===== src/rtl/multi_one_shot_if.sv =====
// Control/trigger bundle for multi_one_shot.
//   enable   : per-channel enable (low forces the channel idle)
//   edge_sel : trigger edge select (00 rise, 01 fall, 10 both, 11 rise)
//   Start    : per-channel trigger inputs (may be asynchronous)
//   Shot     : per-channel registered output pulses
//   busy     : per-channel pulse-or-lockout indication
//   missed   : per-channel one-cycle dropped-edge flag
interface multi_one_shot_if #(
   parameter int unsigned CHANNELS = 4
);
   logic [CHANNELS-1:0] enable;
   logic [1:0]          edge_sel;
   logic [CHANNELS-1:0] Start;
   logic [CHANNELS-1:0] Shot;
   logic [CHANNELS-1:0] busy;
   logic [CHANNELS-1:0] missed;

   modport master (
      output enable, edge_sel, Start,
      input  Shot, busy, missed
   );

   modport slave (
      input  enable, edge_sel, Start,
      output Shot, busy, missed
   );
endinterface


===== src/rtl/multi_one_shot.sv =====
// Per-channel edge-to-pulse generator with optional synchroniser, selectable
// trigger edge, PULSE_LEN-cycle output pulse and HOLDOFF-cycle lockout.
//   clk   : rising-edge clock
//   reset : synchronous active-high reset
//   bus   : multi_one_shot_if slave (enable, edge_sel, Start in; Shot, busy, missed out)
module multi_one_shot #(
   parameter int unsigned CHANNELS    = 4,
   parameter int unsigned PULSE_LEN   = 1,
   parameter int unsigned HOLDOFF     = 0,
   parameter int unsigned SYNC_STAGES = 2,
   parameter int unsigned RETRIGGER   = 0
) (
   input  logic             clk,
   input  logic             reset,
   multi_one_shot_if.slave  bus
);

   localparam int unsigned MAX_CNT = (PULSE_LEN > HOLDOFF) ? PULSE_LEN : HOLDOFF;
   localparam int unsigned CNT_W   = (MAX_CNT < 1) ? 1 : $clog2(MAX_CNT + 1);
   localparam logic [CNT_W-1:0] PL_LOAD = CNT_W'(PULSE_LEN - 1);
   localparam logic [CNT_W-1:0] HO_LOAD = CNT_W'((HOLDOFF > 0) ? (HOLDOFF - 1) : 0);

   typedef enum logic [1:0] {
      ST_IDLE  = 2'd0,
      ST_PULSE = 2'd1,
      ST_HOLD  = 2'd2
   } state_t;

   logic [CHANNELS-1:0] s;
   logic [CHANNELS-1:0] p;
   logic [CHANNELS-1:0] rise;
   logic [CHANNELS-1:0] fall;
   logic [CHANNELS-1:0] qual_c;
   logic [CHANNELS-1:0] qual_q;
   logic [CHANNELS-1:0] shot_q;
   logic [CHANNELS-1:0] busy_q;
   logic [CHANNELS-1:0] missed_q;
   state_t              state [CHANNELS];
   logic [CNT_W-1:0]    cnt   [CHANNELS];

   // Start synchroniser (bypassed when SYNC_STAGES is 0); runs regardless of enable
   generate
      if (SYNC_STAGES == 0) begin : g_nosync
         assign s = bus.Start;
      end else begin : g_sync
         logic [CHANNELS-1:0] chain [SYNC_STAGES];
         always_ff @(posedge clk) begin
            if (reset) begin
               for (int unsigned i = 0; i < SYNC_STAGES; i++) begin
                  chain[i] <= '0;
               end
            end else begin
               chain[0] <= bus.Start;
               for (int unsigned i = 1; i < SYNC_STAGES; i++) begin
                  chain[i] <= chain[i-1];
               end
            end
         end
         assign s = chain[SYNC_STAGES-1];
      end
   endgenerate

   // Edge detect against the previous sample
   assign rise = s & ~p;
   assign fall = ~s & p;

   always_comb begin
      qual_c = rise;
      case (bus.edge_sel)
         2'b01:   qual_c = fall;
         2'b10:   qual_c = rise | fall;
         default: qual_c = rise;
      endcase
   end

   // Previous-sample and qualified-edge registers (the latter adds the post-p stage)
   always_ff @(posedge clk) begin
      if (reset) begin
         p      <= '0;
         qual_q <= '0;
      end else begin
         p      <= s;
         qual_q <= qual_c;
      end
   end

   // Per-channel IDLE -> PULSE -> HOLD state machines with registered outputs
   always_ff @(posedge clk) begin
      if (reset) begin
         for (int unsigned i = 0; i < CHANNELS; i++) begin
            state[i] <= ST_IDLE;
            cnt[i]   <= '0;
         end
         shot_q   <= '0;
         busy_q   <= '0;
         missed_q <= '0;
      end else begin
         for (int unsigned i = 0; i < CHANNELS; i++) begin
            shot_q[i]   <= 1'b0;
            busy_q[i]   <= 1'b0;
            missed_q[i] <= 1'b0;
            if (!bus.enable[i]) begin
               state[i] <= ST_IDLE;
               cnt[i]   <= '0;
            end else begin
               case (state[i])
                  ST_IDLE: begin
                     if (qual_q[i]) begin
                        state[i]  <= ST_PULSE;
                        cnt[i]    <= PL_LOAD;
                        shot_q[i] <= 1'b1;
                        busy_q[i] <= 1'b1;
                     end
                  end
                  ST_PULSE: begin
                     if (qual_q[i] && (RETRIGGER != 0)) begin
                        // Retrigger stretches the pulse from this edge
                        cnt[i]    <= PL_LOAD;
                        shot_q[i] <= 1'b1;
                        busy_q[i] <= 1'b1;
                     end else begin
                        missed_q[i] <= qual_q[i];
                        if (cnt[i] == '0) begin
                           if (HOLDOFF == 0) begin
                              state[i] <= ST_IDLE;
                           end else begin
                              state[i]  <= ST_HOLD;
                              cnt[i]    <= HO_LOAD;
                              busy_q[i] <= 1'b1;
                           end
                        end else begin
                           cnt[i]    <= cnt[i] - CNT_W'(1);
                           shot_q[i] <= 1'b1;
                           busy_q[i] <= 1'b1;
                        end
                     end
                  end
                  ST_HOLD: begin
                     missed_q[i] <= qual_q[i];
                     if (cnt[i] == '0) begin
                        state[i] <= ST_IDLE;
                     end else begin
                        cnt[i]    <= cnt[i] - CNT_W'(1);
                        busy_q[i] <= 1'b1;
                     end
                  end
                  default: begin
                     state[i] <= ST_IDLE;
                     cnt[i]   <= '0;
                  end
               endcase
            end
         end
      end
   end

   assign bus.Shot   = shot_q;
   assign bus.busy   = busy_q;
   assign bus.missed = missed_q;

endmodule


===== src/flat_wrapper.sv =====
// flat-port wrapper written by rule: the top's interface ports become plain ports
module multi_one_shot_flat 
#(
   parameter int unsigned CHANNELS    = 4,
   parameter int unsigned PULSE_LEN   = 1,
   parameter int unsigned HOLDOFF     = 0,
   parameter int unsigned SYNC_STAGES = 2,
   parameter int unsigned RETRIGGER   = 0
)
  (clk, reset, bus_enable, bus_edge_sel, bus_Start, bus_Shot, bus_busy, bus_missed);
  multi_one_shot_if #(.CHANNELS(CHANNELS)) bus_i ();
  input  logic clk;
  input  logic reset;
  input wire logic [$bits(bus_i.enable)-1:0] bus_enable;
  input wire logic [$bits(bus_i.edge_sel)-1:0] bus_edge_sel;
  input wire logic [$bits(bus_i.Start)-1:0] bus_Start;
  output wire logic [$bits(bus_i.Shot)-1:0] bus_Shot;
  output wire logic [$bits(bus_i.busy)-1:0] bus_busy;
  output wire logic [$bits(bus_i.missed)-1:0] bus_missed;
  assign bus_i.enable = bus_enable;
  assign bus_i.edge_sel = bus_edge_sel;
  assign bus_i.Start = bus_Start;
  assign bus_Shot = bus_i.Shot;
  assign bus_busy = bus_i.busy;
  assign bus_missed = bus_i.missed;
  multi_one_shot #(.CHANNELS(CHANNELS), .PULSE_LEN(PULSE_LEN), .HOLDOFF(HOLDOFF), .SYNC_STAGES(SYNC_STAGES), .RETRIGGER(RETRIGGER)) u_core (.clk(clk), .reset(reset), .bus(bus_i));
endmodule

===== config.mk =====
export PLATFORM = sky130hd
export DESIGN_NAME = multi_one_shot_flat
export DESIGN_NICKNAME = d
export VERILOG_FILES = /design/src/rtl/multi_one_shot_if.sv /design/src/rtl/multi_one_shot.sv /design/src/flat_wrapper.sv
export SDC_FILE = /design/constraint.sdc
export NUM_CORES = 1
export LEC_CHECK = 0
export ABC_AREA = 1
export CAP_MARGIN = 20
export CORE_MARGIN = 3
export CORE_UTILIZATION = 50
export DETAILED_ROUTE_END_ITERATION = 10
export PLACE_DENSITY = 0.83
export SLEW_MARGIN = 10
export SYNTH_ARGS = -nofsm -noshare
export SYNTH_HDL_FRONTEND = slang
export SYNTH_SLANG_ARGS = --single-unit

===== constraint.sdc =====
create_clock -name clk -period 1.5 [get_ports clk]
set_clock_uncertainty 0.05 [all_clocks]
set_input_delay 0.45 -clock clk [delete_from_list [all_inputs] [get_ports clk]]
set_output_delay 0.45 -clock clk [all_outputs]
set_load 0.01 [all_outputs]

# After elaboration in Yosys (flattened, before gate mapping)
# Memory sizes are Yosys's and may differ from the RTL's.
# Index checks and enable logic that the tools add are counted.
# word_totals
wordCells,280
mem_bits_rw,16
memories,3
regBits,20
in_bits,12
output_inout_bits,12
# mem_list
memory,depth,width,read_ports,rd_ports_with_merged_regs,wr,line_no,text
u_core.g_sync.chain,2,4,2,0,2,multi_one_shot.sv:46,logic [CHANNELS-1:0] chain [SYNC_STAGES];
u_core.cnt,4,1,4,0,4,multi_one_shot.sv:39,logic [CNT_W-1:0] cnt [CHANNELS];
u_core.state,4,1,4,0,4,multi_one_shot.sv:38,state_t state [CHANNELS];
# classes
muxes,174
n_bitwise,55
add_sub_neg,4
n_reduce_logical,20
eq_ne,10
# ops
operator,count
2-to-1 mux 1 bit,163
OR 1 bit,42
OR reduction 3 bit,8
case mux 1 bit (2 select lines),8
OR reduction 2 bit,8
"equality test 2 x 1 -> 1 bit, second input constant",5
"equality test 2 bit, second input constant",5
AND 4 bit,2
zero test 2 bit,4
2-to-1 mux 4 bit,2
inverter 1 bit,8
inverter 4 bit,2
case mux 4 bit (2 select lines),1
OR 4 bit,1
"subtractor 1 bit, second input constant",4

# Longest topological paths before layout
# Gate-level depths: netlist (run 1).
# An unclocked memory read counts as a cell.
# logic_depth
word_depth,10
ltp_mapped,7
mapped_depth_nobuf,7

# Worst setup path before layout (run 1)
# No wires, ideal clock.
# synth_timing
kind,input -> register
start,input port bus_edge_sel[0]
end,register u_core.qual_q[0]
n_path_buf,0
cell_stages,6
t_required_ns,1.341
slack_ns,0.282
setup_time_ns,0.109
t_arrival_ns,1.060
cell_sequence,inv_1 > ha_1 > inv_1 > nand3_1 > nand2_1 > inv_1
# synth_between
elab_chain_cells,2
elab_cells_between_ends,3
classes_between,2 x eq/ne; 1 x mux
# synth_rtl
item,line_no,text
from (decl),flat_wrapper.sv:15,input wire logic [$bits(bus_i.edge_sel)-1:0] bus_edge_sel;
equality test 2 bit or equality test 2 x 1 -> 1 bit (tied branches),multi_one_shot.sv:69,case (bus.edge_sel)
case mux 4 bit (2 select lines) *,multi_one_shot.sv:69,
to (signal assigned),multi_one_shot.sv:83,qual_q <= qual_c;
to (decl),multi_one_shot.sv:34,logic [CHANNELS-1:0] qual_q;
# Every way passes the cells marked *; elsewhere a longest branch is shown, timed or not.
# A chain may end at the register's enable or synchronous reset.

# Worst setup path after layout (run 1)
# layout_timing
start,input port bus_edge_sel[0]
end,register u_core.qual_q[1]
# Same word-level chain as after synthesis.

==> results of run 1 <==
## registers in the layout, indices dropped and copies added (netlist names)
name	cells
u_core.bus.missed	4
u_core.p	4
u_core.state	4
u_core.bus.Shot	3
u_core.bus.busy	1
u_core.qual_q	4
u_core.cnt	4
u_core.g_sync.chain	8
## what timing repair did
action,4_1_cts,5_1_grt
resized for setup,12,1
setup endpoints to repair,12,4
setup buffers,0,0
## layout by cell type (no fill, tap or decap)
cell and n:
inv_1 39, nor2_1 24, dfxtp_1 24, nand2_1 22, dlygate4sd2_1 12, clkdlybuf4s50_1 11, ha_1 10, edfxtp_1 8
a21oi_1 7, nand3_1 5, clkbuf_4 5, buf_4 5, conb_1 4, nand2_4 3, o21ai_1 3, nand4_1 3
nor3_2 3, inv_8 1, nand2_2 1, o21ai_0 1, inv_2 1, bufinv_16 1, clkbuf_8 1, clkinv_1 1
## per-layer routing
layer / share of wire, % / vias up / track usage, %
li1: - / 541 / -
met3: 5.7 / 3 / 5.26
met4: 0.85 / 0 / 5.50
met1: 37 / 494 / 12.3
met5: 0 / - / 0
met2: 57 / 28 / 30.1
## path summary, 6_finish.rpt
check                                          to  slack, ns                            startpoint  cells after the start
max                   u_core.qual_q[1]$_SDFF_PP0_       0.06                       bus_edge_sel[0]                      7
min          u_core.g_sync.chain[0][7]$_SDFF_PP0_       0.36  u_core.g_sync.chain[0][3]$_SDFF_PP0_                      2
max reg2reg        u_core.cnt[0][2]$_SDFFCE_PN0P_       0.38         u_core.state[2]$_SDFFCE_PP0P_                      3
min reg2reg  u_core.g_sync.chain[0][7]$_SDFF_PP0_       0.36  u_core.g_sync.chain[0][3]$_SDFF_PP0_                      2
## where the power goes
part / switching [mW] / leakage [nW] / internal, mW
Combinational: 0.109 / 0.537 / 0.0876
Sequential: 0.0232 / 0.283 / 0.930
Clock: 0.286 / 0.0459 / 0.391
## per-stage QoR
stage | hold slack, ns | worst slack [ns] | TNS (ns) | instances
floorplan | 0.338 | 0.282 | 0 | 165
global placement | 0.341 | -0.253 | -2.25 | 217
detailed placement | 0.345 | -0.319 | -2.92 | 217
CTS | 0.358 | 0.0419 | 0 | 225
global route | 0.374 | 0.00113 | 0 | 225
finish | 0.356 | 0.0625 | 0 | 225
## kinds of logic (layout without fill, tap and decap cells)
family,count (synthesis),after routing,share of synthesized area [%]
compound gates,11,11,3.93
fa+ha+maj,10,10,8.93
buf+inv,47,77,15.0
flops,32,32,51.4
other cells,1,4,0.268
simple gates,61,61,20.4
## final cells by class
type                       count  area, um2
sequential                    32        721
timing repair buffer          28        253
clock inverter                 2       33.8
multi-input combinational     86        482
clock buffer                   6       51.3
fill                         207        828
tap                           30       37.5
inverter                      41        161
## worst register-to-register path: cells and delay by family (launching register included)
family | cells | cell delay (ns)
simple gates | 2 | 0.22
flops | 1 | 0.45
buf+inv | 1 | 0.14
==> results.sh, run 1 <==
export IMPL_fin_util_pct=67.7
export IMPL_htree_num_levels=2
export IMPL_wire_per_inst_um=10.5
export IMPL_cts_tree="built"
export IMPL_outcome="complete, no violations"
export IMPL_num_nets_final=216
export IMPL_ys_warn_count=0
export IMPL_ys_types=18
export IMPL_synth_seq_cells=32
export IMPL_crit_top_cell="inv_1"
export IMPL_io_pins=24
export IMPL_cp_required_ns=1.69
export IMPL_cp_cell_sequence="clkdlybuf4s50_1 > inv_1 > ha_1 > inv_2 > nand3_1 > nand2_1 > inv_1"
export IMPL_finalHoldViolations=0
export IMPL_arrival_ns=1.62
export IMPL_worstSetupStartpointType="input port"
export IMPL_synth_edf_count=8
export IMPL_grt_max_degree=17
export IMPL_syn_area_per_cell_um2=8.65
export IMPL_cts_root_buf="clkbuf_4"
export IMPL_period_share_pct=95.8
export IMPL_cts_hold_buf=0
export IMPL_track_usage_pct=14.7
export IMPL_final_max_slew_viol_count=0
export IMPL_critical_path_class="in -> reg"
export IMPL_yosysTopAreaCell="dfxtp_1"
export IMPL_worstSetupEndpointType="flip-flop"
export IMPL_numCtsBuffers=5
export IMPL_grt_pass1_vias=1023
export IMPL_start_util_pct=54.6
export IMPL_power_leakage_nw=0.866
export IMPL_final_antenna_net_count=0
export IMPL_yosys_area_top_type_share_pct=34.3
export IMPL_dieArea_um2=3470
export IMPL_clkLatencyLatePin_ns=0.33
export IMPL_placed_area_um2=1670
export IMPL_crit_slowest_cell="clkdlybuf4s50_1"
export IMPL_drc=0
export IMPL_cp_num_buf_inv=4
export IMPL_num_rows=18
export IMPL_clk_pin_slew_ns=0.10
export IMPL_cap_violations=0
export IMPL_synth_most_common_cell="inv_1"
export IMPL_antenna_cells=0
export IMPL_clock_path_buffers=2
export IMPL_grt_pass1_wl_mm=3.85
export IMPL_drt_wl_total_mm=2.36
export IMPL_vias_per_cell=4.74
export IMPL_synth_ff_type="dfxtp_1"
export IMPL_io_buffers=23
export IMPL_antenna_found_initial=0
export IMPL_synthTopCellsByCount="40 x inv_1, 24 x dfxtp_1, 24 x nor2_1"
export IMPL_fmax_mhz=696
export IMPL_vias=1066
export IMPL_layout_drive_gt1_share_pct=10.8
export IMPL_setup_viol=0
export IMPL_clock_sinks=32
export IMPL_hpwlAfterDp_mm=1.89
export IMPL_grt_overflow=0
export IMPL_slowest_delay_ns=0.48
export IMPL_vdd_drop_max_uv=1130
export IMPL_dieHeight_um=58.9
export IMPL_synthCells=162
export IMPL_first_pass_iters=4
export IMPL_worst_hold_path_type="reg -> reg"
export IMPL_p_per_area_nw_per_um2=1050
export IMPL_seq_area_frac_synth_pct=51.4
export IMPL_rsz0062_at_grt="false"
export IMPL_die_w_um=58.9
export IMPL_p_total_mw=1.83
export IMPL_gp_congestion=0.841
export IMPL_finalCriticalPeriod_ns=1.44
export IMPL_crit_path_max_fanout=5
export IMPL_critical_path_top_delay_family="buffers and inverters"
export IMPL_final_area_um2=1740
export IMPL_area_growth_synth_to_final_pct=24.1
export IMPL_drt_initial_drc_count=24
export IMPL_core_area_um2=2570
export IMPL_synthArstFlopShare_pct=0
export IMPL_synth_area_leaders="dfxtp_1 34%, edfxtp_1 17%, inv_1 11%, ha_1 8.9%, nor2_1 6.4%"
export IMPL_syn_cell_area_um2=1400
Note: power is estimated with default switching activity, not from simulation.
==> run 2, diff against run 1 <==
--- a/config.mk
+++ b/config.mk
@@ -10,8 +10,9 @@
 export CORE_MARGIN = 3
 export CORE_UTILIZATION = 50
 export DETAILED_ROUTE_END_ITERATION = 10
-export PLACE_DENSITY = 0.83
+export PLACE_DENSITY = 0.76
 export SLEW_MARGIN = 10
 export SYNTH_ARGS = -nofsm -noshare
 export SYNTH_HDL_FRONTEND = slang
 export SYNTH_SLANG_ARGS = --single-unit
+export TNS_END_PERCENT = 5
==> results.sh, run 2 (synthesis results as in run 1) <==
export IMPL_dieHeight_um=58.9
export IMPL_finalCriticalPeriod_ns=1.43
export IMPL_cts_hold_buf=0
export IMPL_grt_max_degree=17
export IMPL_track_usage_pct=14.1
export IMPL_rsz0062_at_grt="false"
export IMPL_dieArea_um2=3470
export IMPL_worstSetupStartpointType="flip-flop"
export IMPL_crit_path_max_fanout=2
export IMPL_clock_path_buffers=2
export IMPL_finalHoldViolations=0
export IMPL_grt_overflow=0
export IMPL_start_util_pct=54.6
export IMPL_cap_violations=0
export IMPL_outcome="complete, no violations"
export IMPL_htree_num_levels=2
export IMPL_final_max_slew_viol_count=0
export IMPL_vias_per_cell=4.71
export IMPL_critical_path_class="reg -> out"
export IMPL_antenna_found_initial=0
export IMPL_layout_commonest_cell="inv_1"
export IMPL_top_register="u_core.g_sync.chain"
export IMPL_drt_wl_total_mm=2.19
export IMPL_power_leakage_nw=0.847
export IMPL_io_buffers=23
export IMPL_cts_tree="built"
export IMPL_worstSetupEndpointType="primary output"
export IMPL_fmax_mhz=697
export IMPL_fin_cells=225
export IMPL_place_inst=217
export IMPL_critical_path_top_delay_family="flip-flops"
export IMPL_cp_num_buf_inv=1
export IMPL_num_nets_final=216
export IMPL_setup_viol=0
export IMPL_whs_ns=0.356
export IMPL_first_pass_iters=4
export IMPL_final_antenna_net_count=0
export IMPL_numCtsBuffers=5
export IMPL_drc=0
export IMPL_largest_reg_flops=8
export IMPL_worst_hold_path_type="reg -> reg"
export IMPL_layout_drive_gt1_share_pct=9.74
export IMPL_p_total_mw=1.59
export IMPL_cts_setup_buffers=0
export IMPL_clk_pin_slew_ns=0.10
export IMPL_cts_root_buf="clkbuf_4"
export IMPL_wire_per_inst_um=9.73
export IMPL_clkLatencyLatePin_ns=0.32
export IMPL_p_per_area_nw_per_um2=935
export IMPL_gp_congestion=0.799
export IMPL_final_cell_mix="39 x inv_1, 24 x nor2_1, 24 x dfxtp_1"
export IMPL_arrival_ns=0.93
export IMPL_drt_initial_drc_count=16
export IMPL_vias=1059
export IMPL_num_rows=18
export IMPL_period_share_pct=95.6
export IMPL_io_pins=24
export IMPL_hpwlAfterDp_mm=1.75
export IMPL_slowest_delay_ns=0.34
export IMPL_crit_slowest_cell="dfxtp_1"
export IMPL_core_area_um2=2570
export IMPL_area_growth_synth_to_final_pct=21.5
export IMPL_clock_sinks=32
export IMPL_cp_cell_sequence="dlygate4sd2_1"
export IMPL_grt_pass1_wl_mm=3.65
export IMPL_vdd_drop_max_uv=798
export IMPL_antenna_cells=0
export IMPL_grt_pass1_vias=976
export IMPL_cp_required_ns=1.00
export IMPL_die_w_um=58.9
## run 2: cell count changes in the layout (fill, tap and decap cells not counted)
cell	previous run	this run
clkbuf_8	1	0
bufinv_16	1	0
clkbuf_1	0	2
## run 2: per-stage QoR
stage | instance area (um2) | worst slack, ns | util [%] | setup TNS [ns]
detailed placement | 1670 | -0.315 | 65.0 | -3.17
CTS | 1700 | 0.0451 | 66.3 | 0
global route | 1700 | 0.0156 | 66.3 | 0
floorplan | 1410 | 0.282 | - | 0
finish | 1700 | 0.0659 | 66.3 | 0
global placement | 1670 | -0.258 | 65.0 | -2.65
## run 2: cell type report
cell class | count | area, um2
fillers | 214 | 865
flip-flops and latches | 32 | 721
multi-input cells | 86 | 482
repair buffers | 28 | 253
inverters | 41 | 161
clock buffers | 7 | 45.0
well taps | 30 | 37.5
clock inverters | 1 | 3.75
## run 2: per-layer routing
layer | global-route usage, % | wire length (um) | up-vias
met3 | 4.82 | 113 | 5
met5 | 0 | 0 | -
li1 | - | - | 543
met4 | 9.06 | 38 | 0
met2 | 25.1 | 1140 | 23
met1 | 13.7 | 897 | 488
## run 2: where the power goes
| group | total, mW | internal (mW) | switching [mW] | leakage, nW |
|---|---|---|---|---|
| Combinational | 0.193 | 0.0874 | 0.105 | 0.537 |
| Clock | 0.446 | 0.180 | 0.266 | 0.0269 |
| Sequential | 0.952 | 0.930 | 0.0228 | 0.283 |
## run 2: worst paths after layout
| path | slack, ns | to | start | cells after the start |
|---|---|---|---|---|
| hold reg to reg | 0.36 | u_core.g_sync.chain[0][4]$_SDFF_PP0_ | u_core.g_sync.chain[0][0]$_SDFF_PP0_ | 2 |
| setup reg to reg | 0.41 | u_core.cnt[0][3]$_DFFE_PP_ | u_core.state[3]$_SDFFCE_PP0P_ | 3 |
| setup / recovery | 0.07 | bus_Shot[3] | u_core.bus.Shot[3]$_SDFF_PP0_ | 1 |
| hold / removal | 0.36 | u_core.g_sync.chain[0][4]$_SDFF_PP0_ | u_core.g_sync.chain[0][0]$_SDFF_PP0_ | 2 |
## run 2: repair_timing
item	CTS	global route
cloned	0	0
setup endpoints to repair	12	3
resized for setup	12	1
hold endpoints to repair	0	0
